$ cat config.mk
export PLATFORM = sky130hd
export DESIGN_NAME = router_sync_flat
export DESIGN_NICKNAME = d
export VERILOG_FILES = /design/src/rtl/router_sync_if.sv /design/src/rtl/router_sync.sv /design/src/flat_wrapper.sv
export SDC_FILE = /design/constraint.sdc
export NUM_CORES = 1
export LEC_CHECK = 0
export BUFFER_PORTS_ARGS = -buffer_cell sky130_fd_sc_hd__buf_2
export CORE_MARGIN = 2
export CORE_UTILIZATION = 41
export CTS_CLUSTER_DIAMETER = 60
export DETAILED_ROUTE_END_ITERATION = 8
export PLACE_DENSITY = 0.65
export RECOVER_POWER = 50
export SLEW_MARGIN = 20
export SYNTH_ARGS = -nofsm -noshare
export SYNTH_HDL_FRONTEND = slang
export SYNTH_SLANG_ARGS = --single-unit
$ cat constraint.sdc
create_clock -name clk -period 1.2 [get_ports clk]
set_input_delay 0.24 -clock clk [delete_from_list [all_inputs] [get_ports clk]]
set_output_delay 0.24 -clock clk [all_outputs]
set_load 0.01 [all_outputs]
$ cat src/rtl/router_sync_if.sv
// router_sync_if: groups the router FSM / FIFO handshake signals that pass
// through the router synchronizer.
//
// Signals
//   data_in[1:0]        destination address carried by the packet header
//   detect_add          FSM strobe, data_in holds a new address this cycle
//   write_enb_reg       FSM write request for the current packet
//   read_enb_0/1/2      downstream read enable of FIFO 0/1/2
//   empty_0/1/2         FIFO 0/1/2 empty flag
//   full_0/1/2          FIFO 0/1/2 full flag
//   vld_out_0/1/2       port x holds data
//   fifo_full           full flag of the currently addressed FIFO
//   soft_reset_0/1/2    one-cycle timeout pulse to FIFO x
//   write_enb[2:0]      one-hot write enable, bit x -> FIFO x
//
// Modports
//   master : the environment (FSM, FIFOs, downstream readers)
//   slave  : the synchronizer itself
interface router_sync_if;
  logic [1:0] data_in;
  logic       detect_add;
  logic       write_enb_reg;
  logic       read_enb_0;
  logic       read_enb_1;
  logic       read_enb_2;
  logic       empty_0;
  logic       empty_1;
  logic       empty_2;
  logic       full_0;
  logic       full_1;
  logic       full_2;
  logic       vld_out_0;
  logic       vld_out_1;
  logic       vld_out_2;
  logic       fifo_full;
  logic       soft_reset_0;
  logic       soft_reset_1;
  logic       soft_reset_2;
  logic [2:0] write_enb;

  modport master (
    output data_in, detect_add, write_enb_reg,
    output read_enb_0, read_enb_1, read_enb_2,
    output empty_0, empty_1, empty_2,
    output full_0, full_1, full_2,
    input  vld_out_0, vld_out_1, vld_out_2,
    input  fifo_full,
    input  soft_reset_0, soft_reset_1, soft_reset_2,
    input  write_enb
  );

  modport slave (
    input  data_in, detect_add, write_enb_reg,
    input  read_enb_0, read_enb_1, read_enb_2,
    input  empty_0, empty_1, empty_2,
    input  full_0, full_1, full_2,
    output vld_out_0, vld_out_1, vld_out_2,
    output fifo_full,
    output soft_reset_0, soft_reset_1, soft_reset_2,
    output write_enb
  );
endinterface

$ cat src/rtl/router_sync.sv
// router_sync: synchronizer between the 1x3 router FSM and its three output
// FIFOs.
//   - latches the destination address when the FSM strobes detect_add
//   - steers the FSM write request to the addressed FIFO (one-hot write_enb)
//   - returns the addressed FIFO's full flag as fifo_full
//   - drives vld_out_x = ~empty_x
//   - per port, pulses soft_reset_x for one cycle when valid data has sat
//     unread for TIMEOUT consecutive clocks
//
// Ports
//   clk  : system clock, rising edge
//   rst  : asynchronous active-low reset
//   bus  : router_sync_if.slave, all handshake / flag signals
//
// Parameters
//   TIMEOUT : unread-valid cycles before a soft reset pulse (>= 2)
//   CNT_W   : width of each timeout counter (must hold TIMEOUT-1)
module router_sync #(
  parameter int TIMEOUT = 30,
  parameter int CNT_W   = 5
) (
  input logic          clk,
  input logic          rst,
  router_sync_if.slave bus
);

  localparam logic [1:0] ADDR_P0  = 2'd0;
  localparam logic [1:0] ADDR_P1  = 2'd1;
  localparam logic [1:0] ADDR_P2  = 2'd2;

  localparam logic [CNT_W-1:0] CNT_ZERO = {CNT_W{1'b0}};
  localparam logic [CNT_W-1:0] CNT_ONE  = CNT_W'(1);
  localparam logic [CNT_W-1:0] CNT_LAST = CNT_W'(TIMEOUT - 1);

  // Address register
  logic [1:0] addr_q;
  logic [1:0] addr_d;

  // Per-port flag vectors, bit x belongs to port x
  logic [2:0] vld_s;
  logic [2:0] rd_s;
  logic [2:0] full_s;

  // Steering results
  logic [2:0] write_enb_s;
  logic       fifo_full_s;

  // Timeout counters and pulse registers
  logic [CNT_W-1:0] cnt_q [3];
  logic [CNT_W-1:0] cnt_d [3];
  logic [2:0]       srst_q;
  logic [2:0]       srst_d;

  assign vld_s  = ~{bus.empty_2, bus.empty_1, bus.empty_0};
  assign rd_s   = {bus.read_enb_2, bus.read_enb_1, bus.read_enb_0};
  assign full_s = {bus.full_2, bus.full_1, bus.full_0};

  // Next address: capture the header address on detect_add, else hold
  always_comb begin
    addr_d = addr_q;
    if (bus.detect_add) begin
      addr_d = bus.data_in;
    end else begin
      addr_d = addr_q;
    end
  end

  // Address register with asynchronous clear
  always_ff @(posedge clk or negedge rst) begin
    if (!rst) begin
      addr_q <= 2'b00;
    end else begin
      addr_q <= addr_d;
    end
  end

  // Write-enable decode; uses the registered address so a detect_add in the
  // same cycle as a write still steers to the previous packet's FIFO
  always_comb begin
    write_enb_s = 3'b000;
    if (bus.write_enb_reg) begin
      case (addr_q)
        ADDR_P0: write_enb_s = 3'b001;
        ADDR_P1: write_enb_s = 3'b010;
        ADDR_P2: write_enb_s = 3'b100;
        default: write_enb_s = 3'b000;
      endcase
    end else begin
      write_enb_s = 3'b000;
    end
  end

  // Full-flag select; the invalid address 3 never reports full
  always_comb begin
    fifo_full_s = 1'b0;
    case (addr_q)
      ADDR_P0: fifo_full_s = full_s[0];
      ADDR_P1: fifo_full_s = full_s[1];
      ADDR_P2: fifo_full_s = full_s[2];
      default: fifo_full_s = 1'b0;
    endcase
  end

  // Timeout next-state: count consecutive unread-valid cycles per port and
  // fire one pulse when the count reaches TIMEOUT, then start over
  always_comb begin
    for (int x = 0; x < 3; x++) begin
      cnt_d[x]  = CNT_ZERO;
      srst_d[x] = 1'b0;
      if (!vld_s[x]) begin
        cnt_d[x]  = CNT_ZERO;
        srst_d[x] = 1'b0;
      end else if (rd_s[x]) begin
        cnt_d[x]  = CNT_ZERO;
        srst_d[x] = 1'b0;
      end else if (cnt_q[x] == CNT_LAST) begin
        cnt_d[x]  = CNT_ZERO;
        srst_d[x] = 1'b1;
      end else begin
        cnt_d[x]  = cnt_q[x] + CNT_ONE;
        srst_d[x] = 1'b0;
      end
    end
  end

  // Timeout counters and soft-reset pulse registers, asynchronous clear
  always_ff @(posedge clk or negedge rst) begin
    if (!rst) begin
      for (int x = 0; x < 3; x++) begin
        cnt_q[x] <= CNT_ZERO;
      end
      srst_q <= 3'b000;
    end else begin
      for (int x = 0; x < 3; x++) begin
        cnt_q[x] <= cnt_d[x];
      end
      srst_q <= srst_d;
    end
  end

  assign bus.write_enb    = write_enb_s;
  assign bus.fifo_full    = fifo_full_s;
  assign bus.vld_out_0    = vld_s[0];
  assign bus.vld_out_1    = vld_s[1];
  assign bus.vld_out_2    = vld_s[2];
  assign bus.soft_reset_0 = srst_q[0];
  assign bus.soft_reset_1 = srst_q[1];
  assign bus.soft_reset_2 = srst_q[2];

endmodule

$ cat src/flat_wrapper.sv
// flat-port wrapper written by rule: the top's interface ports become plain ports
module router_sync_flat 
#(
  parameter int TIMEOUT = 30,
  parameter int CNT_W   = 5
)
  (clk, rst, bus_data_in, bus_detect_add, bus_write_enb_reg, bus_read_enb_0, bus_read_enb_1, bus_read_enb_2, bus_empty_0, bus_empty_1, bus_empty_2, bus_full_0, bus_full_1, bus_full_2, bus_vld_out_0, bus_vld_out_1, bus_vld_out_2, bus_fifo_full, bus_soft_reset_0, bus_soft_reset_1, bus_soft_reset_2, bus_write_enb);
  router_sync_if bus_i ();
  input logic clk;
  input logic rst;
  input wire logic [$bits(bus_i.data_in)-1:0] bus_data_in;
  input wire logic [$bits(bus_i.detect_add)-1:0] bus_detect_add;
  input wire logic [$bits(bus_i.write_enb_reg)-1:0] bus_write_enb_reg;
  input wire logic [$bits(bus_i.read_enb_0)-1:0] bus_read_enb_0;
  input wire logic [$bits(bus_i.read_enb_1)-1:0] bus_read_enb_1;
  input wire logic [$bits(bus_i.read_enb_2)-1:0] bus_read_enb_2;
  input wire logic [$bits(bus_i.empty_0)-1:0] bus_empty_0;
  input wire logic [$bits(bus_i.empty_1)-1:0] bus_empty_1;
  input wire logic [$bits(bus_i.empty_2)-1:0] bus_empty_2;
  input wire logic [$bits(bus_i.full_0)-1:0] bus_full_0;
  input wire logic [$bits(bus_i.full_1)-1:0] bus_full_1;
  input wire logic [$bits(bus_i.full_2)-1:0] bus_full_2;
  output wire logic [$bits(bus_i.vld_out_0)-1:0] bus_vld_out_0;
  output wire logic [$bits(bus_i.vld_out_1)-1:0] bus_vld_out_1;
  output wire logic [$bits(bus_i.vld_out_2)-1:0] bus_vld_out_2;
  output wire logic [$bits(bus_i.fifo_full)-1:0] bus_fifo_full;
  output wire logic [$bits(bus_i.soft_reset_0)-1:0] bus_soft_reset_0;
  output wire logic [$bits(bus_i.soft_reset_1)-1:0] bus_soft_reset_1;
  output wire logic [$bits(bus_i.soft_reset_2)-1:0] bus_soft_reset_2;
  output wire logic [$bits(bus_i.write_enb)-1:0] bus_write_enb;
  assign bus_i.data_in = bus_data_in;
  assign bus_i.detect_add = bus_detect_add;
  assign bus_i.write_enb_reg = bus_write_enb_reg;
  assign bus_i.read_enb_0 = bus_read_enb_0;
  assign bus_i.read_enb_1 = bus_read_enb_1;
  assign bus_i.read_enb_2 = bus_read_enb_2;
  assign bus_i.empty_0 = bus_empty_0;
  assign bus_i.empty_1 = bus_empty_1;
  assign bus_i.empty_2 = bus_empty_2;
  assign bus_i.full_0 = bus_full_0;
  assign bus_i.full_1 = bus_full_1;
  assign bus_i.full_2 = bus_full_2;
  assign bus_vld_out_0 = bus_i.vld_out_0;
  assign bus_vld_out_1 = bus_i.vld_out_1;
  assign bus_vld_out_2 = bus_i.vld_out_2;
  assign bus_fifo_full = bus_i.fifo_full;
  assign bus_soft_reset_0 = bus_i.soft_reset_0;
  assign bus_soft_reset_1 = bus_i.soft_reset_1;
  assign bus_soft_reset_2 = bus_i.soft_reset_2;
  assign bus_write_enb = bus_i.write_enb;
  router_sync #(.TIMEOUT(TIMEOUT), .CNT_W(CNT_W)) u_core (.clk(clk), .rst(rst), .bus(bus_i));
endmodule
==> reports/results.md <==
| Metric | Reported |
|---|---|
| Die W | 50.5 microns |
| Largest net degree at the start of global routing | 21 |
| Placement Rows | 16 |
| Portion of the post-synthesis area used by sequential elements | 0.563 |
| Final clock skew | 0.000527 ns |
| Wire length of the first global-routing pass | 2.48 mm |
| Clock buffer count from CTS | 3 |
| Top fanout value on the critical path | 6 |
| Top-level port count | 25 |
| Die Area | 2550 sq um |
| Leak | 0.546 nW |
| Number of max-slew violations in the final report | 0 |
| Final count of negative-setup-slack endpoints | 4 |
| Routability congestion estimate | 0.687 |
| Class of the tightest hold or removal check | in2reg |
| Final Hold Viols | 0 |
| Via count of the first global-routing pass | 598 |
| Initial core utilization | 0.444 |
| Transition time of the tightest slew-check pin | 0.483 ns |
| Critical Path RT | 0.96 ns |
| Flops & latches, synth | 20 |
| Sum of negative setup slack | -0.400 ns |
| Number of sinks on the clock net | 20 |
| Core area | 2000 sq um |
| Prevailing post-synth register cell | dfrtp_1 |
| Overall power | 0.00112 W |
| Post CTS Setup Buffer Count | 0 |
| Final critical-path required period | 1.35 ns |
| Clock transition time at the flip-flop clock pins of the worst setup and hold paths | 0.10 ns |
| Count of nets left with antenna violations after detail routing | 0 |
| Count of flip-flops with a built-in enable after synthesis | 0 |
| Number of buffers on the longest clock path | 2 |
| Quantity of I/O buffers inserted on ports | 24 |
| Worst Setup End Kind | output port |
| Combined flip-flop and latch cell area | 503 sq um |
| Initial antenna violation count | 0 |
| Setup repair after global routing missed its margin | true |
| Layout-stage area growth over the synthesis result | 21.4% |
| Grt ovf | 0 |
| Slowest stage delay, CP | 0.46 ns |
| Violated checks | setup timing |
| Post-synthesis instance area | 888 sq um |
| Critical path launch point type | flop |
| Final net count | 134 |
| Antenna diodes | 0 |
| Slew margin rel. | 0.678 |
| WL/cell | 10.6 microns |
| Number of fill cells | 193 |
| Gate Count Post-Synth | 83 |
| Buffer cell driving the clock tree root | clkbuf_4 |
| Maximum resistive drop on vdd | 0.555 mV |
| Area used by multi-input combinational logic | 370 sq um |
| Count of TritonRoute iterations in the first routing pass | 2 |
| Cell with the largest stage delay on the worst path | dfrtp_2 |
| Cell breakdown of the critical path | mux2i_1 > o21ai_1 > buf_2 |
| Max_cap viols | 0 |
| Count of warnings emitted by yosys | 0 |
| Arrival @ worst endpoint | 1.11 ns |
| Placement Setup Slack | 0.130 ns |
| Final WL | 1.46 mm |
| Hpwl dp | 1.13 mm |
| Synthesized area per cell | 10.7 sq um |
| DRC | 0 |
| Result of the run | complete, but fails checks |
| Period Utilization, post-route | 1.13 |
| Vias | 649 |
| Aggregate global-route resource usage | 0.133 |
| CP delay by family, top | flip-flops |
| Crit Path Category | reg2out |
| Total buffers and inverters traversed by the critical path | 1 |
| Setup slack of the critical path after layout | -0.150 ns |
| Die outline height | 50.5 microns |
| Vias per Instance | 4.70 |
| Fraction of final layout cells with drive strength greater than 1 | 0.261 |
| P per Cell Area | 1040 nW/um^2 |
| TritonCTS clock tree | yes |
| Async set-reset flop share out of synthesis | 1.00 |
| Insertion delay of the later-clocked pin in the worst-skew pair | 0.28 ns |
| Most common library cell in the layout ignoring fill and taps | buf_2 |
| Syn nets | 104 |
| Unique masters post-synth | 16 |
| Violation count after the first detailed-routing iteration | 6 |
| Most frequent cells in the layout | 20 x buf_2, 19 x nor2_1, 18 x dfrtp_1 |
| Highest attainable clock frequency | 741 MHz |
| H-tree levels | 1 |
[cells by family after synthesis]
kind of cell,count (synthesis),share of synthesized area
xor+xnor,9,0.0887
mux,3,0.0366
simple gates,38,0.196
fa+ha+maj,6,0.0845
buf+inv,6,0.0254
flops,20,0.563
compound gates,1,0.00563
[final timing paths]
path | startpoint | end | slack (ns) | cells after the start
min | bus_read_enb_1 | u_core.srst_q[1]$_DFF_PN0_ | 0.11 | 2
max in group asynchronous | rst | u_core.addr_q[1]$_DFFE_PN0P_ | 0.41 | 2
min reg2reg | u_core.cnt_q[5]$_DFF_PN0_ | u_core.cnt_q[5]$_DFF_PN0_ | 0.50 | 1
max | u_core.addr_q[1]$_DFFE_PN0P_ | bus_fifo_full | -0.15 | 3
max reg2reg | u_core.cnt_q[0]$_DFF_PN0_ | u_core.cnt_q[2]$_DFF_PN0_ | 0.12 | 4
min in group asynchronous | rst | u_core.srst_q[2]$_DFF_PN0_ | 0.44 | 2
[report_power, final]
| group | switching, W | internal (W) |
|---|---|---|
| Combinational | 0.0000601 | 0.0000542 |
| Clock | 0.000176 | 0.000116 |
| Sequential | 0.0000204 | 0.000691 |
[sequential cells by signal, indices dropped and copies added, names as in the netlist]
name           count
u_core.cnt_q      15
u_core.srst_q      3
u_core.addr_q      2
[synthesized netlist by cell type (all sizes together), types with 2 or more instances]
cell type / n / area share
nand3: 6 / 0.034
nor3: 3 / 0.017
xnor2: 3 / 0.030
ha: 6 / 0.085
mux2: 2 / 0.025
nand4: 3 / 0.021
xor2: 6 / 0.059
inv: 6 / 0.025
nor2: 19 / 0.080
dfrtp: 20 / 0.56
nand2: 4 / 0.017
[metal layers]
| layer | track usage | wire length (microns) |
|---|---|---|
| met5 | 0 | 0 |
| met4 | 0.0676 | 11 |
| met3 | 0.0357 | 48 |
| met2 | 0.217 | 754 |
| met1 | 0.161 | 643 |
[per-stage QoR]
| stage | utilization | instance area (sq um) | hold slack, ns | std cells |
|---|---|---|---|---|
| finish | 0.539 | 1080 | 0.113 | 138 |
| global route | 0.539 | 1080 | 0.101 | 138 |
| CTS | 0.537 | 1070 | 0.0978 | 138 |
| detailed placement | 0.521 | 1040 | 0.213 | 134 |
| global placement | 0.521 | 1040 | 0.208 | 134 |
| floorplan | - | 888 | -0.0556 | 83 |
[final cells by class]
class / instances / share of cell area
well taps: 27 / 0.0313
repair buffers: 25 / 0.117
flip-flops and latches: 20 / 0.466
inverters: 6 / 0.0209
clock buffers: 3 / 0.0209
multi-input cells: 57 / 0.343
[timing repair]
item / in CTS / in global routing
pin swaps: 1 / 0
endpoints found under the setup margin: 4 / 4
hold buffers: 1 / 0
hold endpoints to repair: 20 / 0
resized for setup: 0 / 3
Note: power is estimated with default switching activity, not from simulation.
